==> src/rtl/seq_compare.sv <==
// seq_compare: chunk-serial magnitude comparator.
// Compares two WIDTH-bit operands CHUNK bits per clock, MSB chunk first, and
// stops at the first chunk that differs or after the LSB chunk. Signed mode
// flips the sign bit of the MSB chunk so that an unsigned chunk compare gives
// the two's-complement ordering.
module seq_compare #(
    parameter int WIDTH = 32,
    parameter int CHUNK = 4
) (
    input  logic                                 iClk,
    input  logic                                 iRst,
    input  logic                                 iStart,
    input  logic                                 iSigned,
    input  logic [WIDTH-1:0]                     iData_a,
    input  logic [WIDTH-1:0]                     iData_b,
    output logic                                 oBusy,
    output logic                                 oDone,
    output logic [2:0]                           oData,
    output logic [$clog2(WIDTH/CHUNK+1)-1:0]     oCount
);

    localparam int NCHUNK = WIDTH / CHUNK;
    localparam int IW     = (NCHUNK > 1) ? $clog2(NCHUNK) : 1;
    localparam int CW     = $clog2(NCHUNK + 1);

    localparam logic [IW-1:0] IDX_MSB = IW'(NCHUNK - 1);

    localparam logic [2:0] RES_GT = 3'b100;
    localparam logic [2:0] RES_LT = 3'b010;
    localparam logic [2:0] RES_EQ = 3'b001;

    typedef enum logic {
        IDLE,
        RUN
    } state_t;

    state_t state;
    state_t state_nxt;

    // Latched operands and mode
    logic [WIDTH-1:0] op_a;
    logic [WIDTH-1:0] op_b;
    logic             signed_q;

    // Current chunk index (NCHUNK-1 = MSB chunk) and chunks examined so far
    logic [IW-1:0]    idx;
    logic [CW-1:0]    cnt;

    // Slices at the current index and their compare keys
    logic [CHUNK-1:0] slice_a;
    logic [CHUNK-1:0] slice_b;
    logic [CHUNK-1:0] key_a;
    logic [CHUNK-1:0] key_b;
    logic             a_gt;
    logic             a_lt;
    logic             at_msb;
    logic             at_lsb;

    // FSM decode strobes
    logic             accept;
    logic             finish;

    // Select the operand chunks addressed by the current index
    always_comb begin
        slice_a = '0;
        slice_b = '0;
        for (int unsigned i = 0; i < NCHUNK; i++) begin
            if (idx == IW'(i)) begin
                slice_a = op_a[i*CHUNK +: CHUNK];
                slice_b = op_b[i*CHUNK +: CHUNK];
            end
        end
    end

    // Form compare keys: sign bit of the MSB chunk is flipped in signed mode
    always_comb begin
        at_msb = (idx == IDX_MSB);
        at_lsb = (idx == '0);
        key_a  = slice_a;
        key_b  = slice_b;
        if (signed_q && at_msb) begin
            key_a[CHUNK-1] = ~slice_a[CHUNK-1];
            key_b[CHUNK-1] = ~slice_b[CHUNK-1];
        end
        a_gt = (key_a > key_b);
        a_lt = (key_a < key_b);
    end

    // State register
    always_ff @(posedge iClk or posedge iRst) begin
        if (iRst) begin
            state <= IDLE;
        end else begin
            state <= state_nxt;
        end
    end

    // Next-state logic and control strobes
    always_comb begin
        state_nxt = state;
        accept    = 1'b0;
        finish    = 1'b0;
        case (state)
            IDLE: begin
                if (iStart) begin
                    accept    = 1'b1;
                    state_nxt = RUN;
                end
            end
            RUN: begin
                if (a_gt || a_lt || at_lsb) begin
                    finish    = 1'b1;
                    state_nxt = IDLE;
                end
            end
            default: begin
                state_nxt = IDLE;
            end
        endcase
    end

    // Operand capture, chunk walk and result registers
    always_ff @(posedge iClk or posedge iRst) begin
        if (iRst) begin
            op_a     <= '0;
            op_b     <= '0;
            signed_q <= 1'b0;
            idx      <= '0;
            cnt      <= '0;
            oDone    <= 1'b0;
            oData    <= '0;
            oCount   <= '0;
        end else begin
            oDone <= 1'b0;
            if (accept) begin
                op_a     <= iData_a;
                op_b     <= iData_b;
                signed_q <= iSigned;
                idx      <= IDX_MSB;
                cnt      <= '0;
            end else if (state == RUN) begin
                if (finish) begin
                    if (a_gt) begin
                        oData <= RES_GT;
                    end else if (a_lt) begin
                        oData <= RES_LT;
                    end else begin
                        oData <= RES_EQ;
                    end
                    oCount <= cnt + CW'(1);
                    oDone  <= 1'b1;
                end else begin
                    idx <= idx - IW'(1);
                    cnt <= cnt + CW'(1);
                end
            end
        end
    end

    assign oBusy = (state == RUN);

endmodule

==> config.mk <==
export PLATFORM = sky130hd
export DESIGN_NAME = seq_compare
export DESIGN_NICKNAME = d
export VERILOG_FILES = /design/src/rtl/seq_compare.sv
export SDC_FILE = /design/constraint.sdc
export NUM_CORES = 1
export LEC_CHECK = 0
export CAP_MARGIN = 0
export CORE_MARGIN = 2
export CORE_UTILIZATION = 45
export CTS_CLUSTER_SIZE = 14
export DETAILED_ROUTE_END_ITERATION = 16
export PLACE_DENSITY = 0.71
export SYNTH_ARGS = -nofsm -noshare
export SYNTH_HDL_FRONTEND = slang
export SYNTH_SLANG_ARGS = --single-unit
==> constraint.sdc <==
create_clock -name iClk -period 5.17 [get_ports iClk]
set_input_delay 0.517 -clock iClk [delete_from_list [all_inputs] [get_ports iClk]]
set_output_delay 0.517 -clock iClk [all_outputs]
set_load 0.005 [all_outputs]
======== After elaboration in Yosys (flattened, before gate mapping) ========
Index checks and enable logic that the tools add are counted.
word-level totals
  bits in registers ....................... 81
  output and inout bits ................... 9
  word-level logic and storage cells ...... 67
cells by class
  $add $sub $neg .......................... 2
  order comparisons ....................... 2
  equal/unequal tests ..................... 8
  muxes and demuxes ....................... 35
  bitwise operators ....................... 4
  reductions and logical operators ........ 7
operators by type and width
  cell                                                                count
  4-bit two-way mux                                                   19
  3-bit == test, second input constant                                4
  3-bit two-way mux                                                   4
  1-bit two-way mux                                                   10
  3-bit by 2-bit == test with 1-bit output, second input constant     2
  4-bit by 1-bit adder with 4-bit output, second input constant       1
  4-bit greater-than comparator                                       1
  4-bit < comparator                                                  1
  1-bit inverter                                                      4
  3-bit by 1-bit == test with 1-bit output, second input constant     1
  3-bit logical NOT                                                   1
  3-bit AND reduction                                                 1
  3-bit by 1-bit subtractor with 3-bit output, second input constant  1
  1-bit logical OR                                                    2
  2-bit two-way mux                                                   1
  2-bit inequality test, second input constant                        1
  1-bit case mux with 2 select lines                                  1
  2-bit AND reduction                                                 1
  2-bit nonzero test                                                  1
  1-bit logical AND                                                   1

======== Logic depth before layout (Yosys ltp) ========
  depth after elaboration ................. 19
  mapped depth ............................ 14

======== Worst setup path before layout ========
No wires, ideal clock.
  path type ............................... reg-to-reg
  start ................................... reg idx[0]
  end ..................................... reg oCount[1]
  setup time .............................. 125 ps
  arrival ................................. 2984 ps
  required time ........................... 5045 ps
  path slack .............................. 2061 ps
  cell stages (with the launch flop) ...... 14
  period minus slack after synthesis ...... 3109 ps
  cells stage by stage .................... dfrtp_1 > inv_1 > ha_1 > clkbuf_1 > clkbuf_1 > a21oi_1 > a221oi_1 > a21oi_1 > ha_1 > nand3_1 > o221a_4 > o31a_1 > buf_6 > mux2_4
between the ends
  longest elaborated chain between the ends .. 17
  elaborated cells between the ends (all ways) .. 36
  those cells by class .................... order compare (2); eq/ne (7); mux (20); bitwise (2); reduce/logical (5)
ends and longest elaborated chain
  what                                                                 RTL line  source
  from (decl)                                                          46        logic [IW-1:0] idx;
  from (signal assigned)                                               153       idx <= idx - IW'(1);
  3-bit logical NOT                                                    68, 78
  4-bit two-way mux (8 in a row)                                       68        if (idx == IW'(i)) begin
  1-bit inverter, on equally long branches                             82, 83
  1-bit two-way mux                                                    81        if (signed_q && at_msb) begin
  4-bit greater-than comparator or 4-bit < comparator (tied branches)  85, 86
  1-bit logical OR                                                     111       if (a_gt || a_lt || at_lsb) begin
  1-bit logical OR (*)                                                 111
  1-bit two-way mux (*)                                                111
  1-bit two-way mux (*)                                                103       case (state)
  3-bit AND reduction (no source line) (*)                             -
  to (signal assigned)                                                 150       oCount <= cnt + CW'(1);
  to (decl)                                                            19        output logic [$clog2(WIDTH/CHUNK+1)-1:0] oCount
Mark *: on every way between the ends. The rest lies on a longest branch, timed or not.
A chain may end at the register's enable or synchronous reset.

======== Worst setup path after layout ========
  start ................................... reg idx[0]
  end ..................................... reg cnt[3]
between the ends
  longest elaborated chain between the ends .. 18
  elaborated cells between the ends (all ways) .. 37
  those cells by class .................... order compare (2); eq/ne (8); mux (20); bitwise (2); reduce/logical (5)
ends and longest elaborated chain
  what                                                                 RTL line  source
  3-bit logical NOT                                                    68, 78
  4-bit two-way mux (8 in a row)                                       68
  1-bit inverter, on equally long branches                             82, 83
  1-bit two-way mux                                                    81
  4-bit greater-than comparator or 4-bit < comparator (tied branches)  85, 86
  1-bit logical OR                                                     111
  1-bit logical OR (*)                                                 111
  1-bit two-way mux (*)                                                111
  1-bit two-way mux (*)                                                103
  2-bit inequality test (no source line) (*)                           -
  2-bit AND reduction (no source line) (*)                             -
  to (signal assigned)                                                 154       cnt <= cnt + CW'(1);
  to (decl)                                                            47        logic [CW-1:0] cnt;
Marked as above.

==> results.yml <==
synthesis:
  synth-seq-cells: 81
  postSynthCellCount: 354
  ys_seq_area_share_pct: 51.4
  synth_fp_nets: 432
  netlist_area_sq_um: 3940
  avgSynthCellArea_sq_um: 11.1
  ys_warn_count: 0
  ys_types: 38
timing:
  worst_slew_pin_slew_ns: 1.02
  layout_setup_ws_ns: 1.57
  finalSetupTns_ns: 0
  slew_viol_final: 0
  period_minus_slack_ns: 3.60
  slew-limit-headroom_pct: 31.7
  hold_viol: 0
  rsz0062_at_grt: "no"
  finalSetupViolCount: 0
  fmaxAchievable_mhz: 278
  finClkSkew_ns: 0.00846
  min_period_over_period_pct: 69.6
grt:
  grt_pass1_wl_um: 13400
  grt_max_degree: 43
  grtUsageTotal_pct: 17.7
  grt_pass1_vias: 2716
  antenna_found_initial: 0
  grt_overflow_total: 0
critical_path:
  cp_max_fo: 27
  critPathLaunchType: "flip-flop"
  r2r_slack_ns: 1.57
  worstPathArrival_ns: 3.84
  end_kind: "flip-flop"
  cp.required_ns: 5.41
  path_class: "reg -> reg"
clock_tree:
  clk_pin_slew_ns: 0.08
  clk_latency_ns: 0.36
  cts-root-buf: "clkbuf_8"
  hold_buffers: 0
  cts_resized: 0
  cts_tree: "yes"
  ctsHtreeMaxLevel: 3
  cts_buffer_depth: 2
  cts_setup_buffers: 0
  cts.sink_count: 81
  cts_buffers: 9
power:
  power_density_nw_per_um2: 435
  ir_drop_mv: 0.178
  power_leakage_uw: 0.00211
drt:
  wl_um: 8050
  top_layer: "met4"
  drt_iter0_drc: 126
  via_per_inst: 5.30
  vias: 2832
  drc_errors: 0
  routedWlPerCell_um: 15.1
  met3_wirelength_um: 476
  wl_met1_um: 3740
  met2_length_um: 3720
  firstDrtPassIters: 5
  antenna_left: 0
run:
  cap_violations: 0
layout:
  layout_commonest_cell: "dfrtp_1"
  n_antenna_cell: 0
  final_cell_mix: "dfrtp_1 (81), clkdlybuf4s50_1 (76), mux2_2 (58)"
  fill_cells: 746
  final_area_sq_um: 4970
  drive_above_1_share_pct: 19.5
  nNetsFinal: 499
  stdcell_count: 534
  area_growth_pct: 26.2
floorplanning:
  coreArea_sq_um: 8590
  die_x_um: 97.6
  ios: 77
  die_h_um: 97.6
  num_rows: 34
  die-area_sq_um: 9520
  initial_core_util_pct: 45.9
placement:
  placed_cell_area_sq_um: 4770
  dpl.hpwl_um: 5920
  numPortBuffers: 76
  dp_cells: 518
  gp_congestion: 0.834
  pre_cts_slack_ns: 1.59
run_status:
  status: "finished clean"
hold_path:
  min_path_type: "reg -> reg"
## per-layer routing
metal,global-route usage [%],vias up
met3,4.46,9
met4,6.09,0
met2,27.1,85
li1,-,1376
met1,24.8,1362
met5,0,-
## worst max-delay path: stages, from the launching register on
cell and delay [ns]:
dfrtp_1 0.41, inv_1 0.15, ha_1 0.74, nor2_1 0.26, o211ai_1 0.16, a21oi_1 0.10
a21o_1 0.19, ha_1 0.27, nand4_1 0.20, nor3b_1 0.37, a21oi_1 0.21, a221o_1 0.42
## path summary, 6_finish.rpt
| check | depth (start not counted) | startpoint | end |
|---|---|---|---|
| setup / recovery | 11 | idx[0] | cnt[3] |
| hold / removal | 1 | op_b[13] | op_b[13] |
| setup reg to reg | 11 | idx[0] | cnt[3] |
| hold reg to reg | 1 | op_b[13] | op_b[13] |
| max in group asynchronous | 3 | iRst | op_a[21] |
| min in group asynchronous | 2 | iRst | op_a[11] |
## final cells by class
cell class / instances / area (sq um) / share of cell area (%)
sequential: 81 / 2030 / 40.8
multi-input combinational: 234 / 1760 / 35.4
timing repair buffer: 79 / 783 / 15.7
clock buffer: 14 / 173 / 3.47
tap: 108 / 135 / 2.72
inverter: 16 / 61.3 / 1.23
clock inverter: 2 / 35.0 / 0.704
## metrics by stage
step	utilization (%)	total power, uW	hold slack, ns
floorplan	-	1460	0.472
global placement	55.5	1680	0.493
detailed placement	55.5	1700	0.497
CTS	57.9	2180	0.515
global route	57.9	2300	0.528
finish	57.9	2160	0.513
## sequential cells by signal (all words and copies together), names as in the netlist
name / cells
oBusy: 1
oCount: 4
op_b: 32
oDone: 1
signed_q: 1
oData: 3
cnt: 4
op_a: 32
idx: 3
## power breakdown
| group | total, uW | switching (uW) | internal (uW) |
|---|---|---|---|
| clock | 478 | 215 | 262 |
| sequential | 909 | 107 | 801 |
| combinational | 778 | 372 | 405 |
| total | 2160 | 695 | 1470 |
## cell usage after synthesis, drive strengths merged
master | count | area (sq um)
a211o | 1 | 8.76
a21o | 3 | 22.5
a21oi | 25 | 125
a221o | 2 | 20.0
a221oi | 3 | 26.3
a22oi | 4 | 30.0
a31oi | 1 | 6.26
a32o | 1 | 10.0
a32oi | 1 | 8.76
buf | 10 | 53.8
clkbuf | 13 | 48.8
dfrtp | 81 | 2030
ha | 10 | 125
inv | 16 | 60.1
mux2 | 63 | 728
mux2i | 3 | 30.0
nand2 | 41 | 154
nand2b | 2 | 12.5
nand3 | 6 | 30.0
nand3b | 2 | 15.0
nand4 | 1 | 6.26
nor2 | 10 | 37.5
nor2b | 9 | 56.3
nor3 | 2 | 10.0
nor3b | 1 | 7.51
nor4b | 2 | 17.5
o211ai | 6 | 45.0
o21ai | 25 | 125
o221a | 1 | 20.0
o221ai | 1 | 8.76
o22ai | 2 | 12.5
o31a | 1 | 8.76
or3b | 1 | 8.76
xnor2 | 3 | 26.3
xor2 | 1 | 8.76
## cell families after synthesis
logic type                 share of synthesized area [%]
DFF                                                 51.4
AOI/OAI and AO/OA                                   12.1
and+or+nand+nor                                     9.02
muxes                                               19.2
buffers and inverters                               4.13
adders and majority gates                           3.17
xor gates and xnor gates                           0.889
Note: power is estimated with default switching activity, not from simulation.
==> RTL change 1, RTL diff (config.mk and constraints unchanged) <==
Put one more register stage on the output `oCount`. The value now appears one clock later. The other outputs are not delayed to match.
--- a/src/rtl/seq_compare.sv
+++ b/src/rtl/seq_compare.sv
@@ -34,4 +34,6 @@
         RUN
     } state_t;
+
+    logic [$clog2(WIDTH/CHUNK+1)-1:0] oCount_s0;
 
     state_t state;
@@ -130,5 +132,5 @@
             oDone    <= 1'b0;
             oData    <= '0;
-            oCount   <= '0;
+            oCount_s0 <= '0;
         end else begin
             oDone <= 1'b0;
@@ -148,5 +150,5 @@
                         oData <= RES_EQ;
                     end
-                    oCount <= cnt + CW'(1);
+                    oCount_s0 <= cnt + CW'(1);
                     oDone  <= 1'b1;
                 end else begin
@@ -160,4 +162,8 @@
     assign oBusy = (state == RUN);
 
+    always_ff @(posedge iClk) begin
+        oCount <= oCount_s0;
+    end
+
 endmodule
 
Check against the original RTL: not equivalent (Yosys sat finds a counterexample within 4 cycles, from zero or initial values and one cycle with iRst high).
==> RTL change 1 against the original RTL <==
- area after synthesis is 2.8% higher
- synthesized cell count increased by 35%
- critical path depth stayed put
- first-iteration DRC count grew 14%
- setup slack worse by 180 ps
- core utilization increased by 0.19 points
- power increased by 15%
- hold slack worse by 140 ps
- fmax shrank 4.6%
- wire length rose by 17%
- design area rose by 1.8%
- sequential share of layout area rose by 0.86 points
- sequential cell count up 4
==> RTL change 1: results (changes against the original RTL) <==
critPathSlowestCell: "ha_1"
post_drt_via_cell_ratio: 5.16  # -2.8%
path_max_fanout: 34  # +26%
grt_pass1_vias: 3365  # +24%
synth_common_cells: "216 x nand2_1, 81 x dfrtp_1, 26 x a21oi_1, 26 x o21ai_0, 16 x clkbuf_1"
critPathArrivalTime_ps: 4030  # +190 ps
dr.pass1.iters: 4  # -1
critical-path-top-delay-family: "adder cells"
clock_latency_ps: 370
hold_path_startpoint: "oCount_s0[0]$_DFFE_PP0P_"
reg_top3: "op_a: 32 flops, op_b: 32 flops"
cts_made_buffers: 9  # unchanged
hold_path_class: "reg2reg"
num-fill-cells: 778  # +4.3%
worstMarginPinSlew_ps: 1110  # +86.6 ps
seq_area_frac_synth: 0.520  # +0.00563
cp-endpoint: "oCount_s0[1]$_DFFE_PP0P_"
grt_pass1_wl_mm: 15.8  # +18%
grt_usage: 0.201  # +0.0237
drive_gt1_frac: 0.0626  # -0.132
gp_congestion: 0.874  # +4.8%
power.leakage_nw: 2.43  # +15%
reg2reg_to: "oCount_s0[1]$_DFFE_PP0P_"
dpl.hpwl_mm: 6.67  # +13%
postCtsSetupBuffers: 0  # unchanged
htreeDepth: 3  # unchanged
drt_wl_total_mm: 9.41  # +17%
reg2reg_depth: 11  # unchanged
synth.distinct_cells: 45  # +18%
cp-startpoint: "idx[0]$_DFFE_PP0P_"
ys_top_cells_by_area: "dfrtp_1 50%, nand2_1 20%, a21oi_1 3.2%"
drt_iter0_drc: 144  # +14%
antenna_found_initial: 0  # unchanged
fin_skew_ps: 15.7  # +7.26 ps
status: "finished, final reports clean"
ctsHoldBuffers: 0  # unchanged
clk_path_buf_depth: 2  # unchanged
ys_warn_count: 0  # unchanged
finalNetCount: 616  # +23%
slowest_delay_ps: 900  # +160 ps
grt_max_degree: 77  # +79%
hold_depth: 0  # -1
port_buffers: 76  # unchanged
irDropWorstVdd_mv: 0.201  # +13%
clkTransAtPathRegs_ps: 100  # +20 ps
syn-num-nets: 556  # +29%
antenna_cells: 0  # unchanged
rrSetupSlack_ps: 1400  # -180 ps
cts_resized: 0  # unchanged
root_buffer: "clkbuf_8"
synthArstFlopShare: 0.953  # -0.0471
[RTL change 1: cell types whose count changed after synthesis, moves of 5 or more]
cell,unedited run,this run
mux2_2,58,3
nor2_1,10,2
buf_2,7,12
mux2_4,5,0
nand2_1,41,216
[RTL change 1: worst min path at each step]
stage,to
global placement,oCount[0]$_DFF_P_
finish,oCount[0]$_DFF_P_
detailed placement,oCount[0]$_DFF_P_
CTS,oCount[0]$_DFF_P_
global route,oCount[0]$_DFF_P_
floorplan,oCount[3]$_DFF_P_
[RTL change 1: area by class of cell]
cell class	instances	area share
Clock inverter	7	0.0205
Inverter	15	0.0111
Clock buffer	9	0.0245
Tap cell	108	0.0267
Multi-Input combinational cell	348	0.346
Sequential cell	85	0.416
Timing Repair Buffer	79	0.155
[RTL change 1: per-stage QoR]
stage	total power, mW	std cells	hold WS [ps]	setup WS (ps)	area, µm²
6_report	2.48	651	376	1400	5060
3_5_place_dp	1.96	635	354	1450	4840
4_1_cts	2.49	651	377	1440	5060
3_3_place_gp	1.91	635	353	1630	4840
2_1_floorplan	1.67	478	341	2260	4050
5_1_grt	2.67	651	396	1110	5060
[RTL change 1: per-layer routing]
layer / share of wire / wire length (µm) / vias up / global-route usage
met5: 0 / 0 / - / 0
met4: 0.016 / 150 / 0 / 0.0769
met3: 0.052 / 490 / 12 / 0.0369
met2: 0.46 / 4350 / 94 / 0.321
met1: 0.47 / 4420 / 1581 / 0.274
li1: - / - / 1669 / -
[RTL change 1: cells by family after synthesis]
group / Yosys count / synth area share
AND/OR/NAND/NOR: 244 / 0.249
AO/OA/AOI/OAI: 85 / 0.129
flip-flops: 85 / 0.520
buffers and inverters: 45 / 0.0497
adder cells (fa/ha/maj): 10 / 0.0309
multiplexers: 5 / 0.0133
XOR/XNOR: 4 / 0.00865
[RTL change 1: power breakdown]
group	switching, mW	internal [mW]	leakage, nW
clock network	0.259	0.279	0.115
logic	0.525	0.387	1.28
registers	0.150	0.885	1.03
total	0.934	1.55	2.43
==> RTL change 2, RTL diff (config.mk and constraints unchanged) <==
Without the edit above. `CHUNK`: 4 -> 8.
--- a/src/rtl/seq_compare.sv
+++ b/src/rtl/seq_compare.sv
@@ -6,5 +6,5 @@
 module seq_compare #(
     parameter int WIDTH = 32,
-    parameter int CHUNK = 4
+    parameter int CHUNK = 8
 ) (
     input  logic                                 iClk,
Interface: changed (resized oCount); port bits go from 77 to 76. No check against the original RTL was run, so the function may have changed too.
==> RTL change 2 against the original RTL <==
- wire length is 3.3% lower
- first-iteration DRC count shrank 49%
- synthesized cell count shrank 14%
- setup slack worse by 440 ps
- sequential cell count fell by 3
- final cell count shrank 8.8%
- area after synthesis is 5.1% lower
- hold slack worse by 1.5 ps
- design area is 3.2% lower
Power is not compared: it rests on default switching activity, and its combinational part moved more than twofold at a synthesized area within 25%.
==> RTL change 2: results (changes against the original RTL) <==
num-fill-cells: 675  # -9.5%
worstMarginPinSlew_ps: 1010  # -12.8 ps
buffer_area_frac: 0.161  # +0.00320
fin_crit_ps: 4040  # +440 ps
fin_skew_ps: 9.25  # +0.797 ps
syn-num-nets: 387  # -10%
dpl.hpwl_mm: 5.65  # -4.7%
ys_top_cells_by_area: "dfrtp_1 52%, mux2_2 20%, ha_1 4.3%"
synth_common_cells: "78 x dfrtp_1, 65 x mux2_2, 26 x a21oi_1, 18 x nand2_1, 16 x o21ai_0"
clkbuf_count: 13  # -1
critical-path-top-delay-family: "simple AND/OR/NAND/NOR gates"
multi_input_area_share: 0.352  # -0.00140
clock_latency_ps: 340  # -20 ps
finalNetCount: 458  # -8.2%
seq_share: 0.406  # -0.00193
port_buffers: 75  # -1.3%
min_to: "op_a[28]$_DFFE_PP0P_"
layout.cells.non_filler: 487  # -8.8%
reg2reg_to: "oCount[1]$_DFFE_PP0P_"
avgSynthCellArea_um2: 12.2  # +9.8%
hold_path_startpoint: "op_a[28]$_DFFE_PP0P_"
post_drt_wl_per_cell_um: 16.0  # +6.1%
inverters: 7  # -9
rrSetupSlack_ps: 1130  # -440 ps
final-clk-cell-share: 0.0486  # +0.00686
grt_pass1_vias: 2625  # -3.4%
dp.cells: 471  # -9.1%
wl_met3_um: 279  # -41%
grt_usage: 0.188  # +0.0101
required_ps: 5400  # about the same
drive_gt1_frac: 0.251  # +0.0565
status: "finished, final reports clean"
path_max_fanout: 12  # -56%
wl_met2_mm: 3.86  # +3.9%
dr.pass1.iters: 4  # -1
seq_cells: 78  # -3.7%
RTL change 2: changes by cell type after synthesis, moves of 4 or more:
cell,unedited run,this run
o211ai_1,6,1
a221oi_1,3,7
inv_1,16,7
nand3_1,6,1
mux2_2,58,65
nand3b_1,2,7
nand2_1,41,18
nor3_1,2,7
o21ai_0,25,16
nor2_1,10,5
clkbuf_1,13,9
RTL change 2: cell families after synthesis:
kind of cell,synth area share
DFF,0.522
and+or+nand+nor,0.0826
xor gates and xnor gates,0.00936
adders and majority gates,0.0435
muxes,0.206
AOI/OAI and AO/OA,0.109
buffers and inverters,0.0271
RTL change 2: where the power goes:
group	total [mW]	internal, mW	switching [mW]	leakage [nW]
sequential	0.753	0.699	0.0539	0.921
combinational	0.319	0.187	0.132	0.924
clock	0.523	0.311	0.211	0.120
RTL change 2: per-layer routing:
layer / GRT usage / vias to the layer above
li1: - / 1241
met1: 0.240 / 1259
met2: 0.310 / 51
met3: 0.0419 / 10
met4: 0.0725 / 0
met5: 0 / -
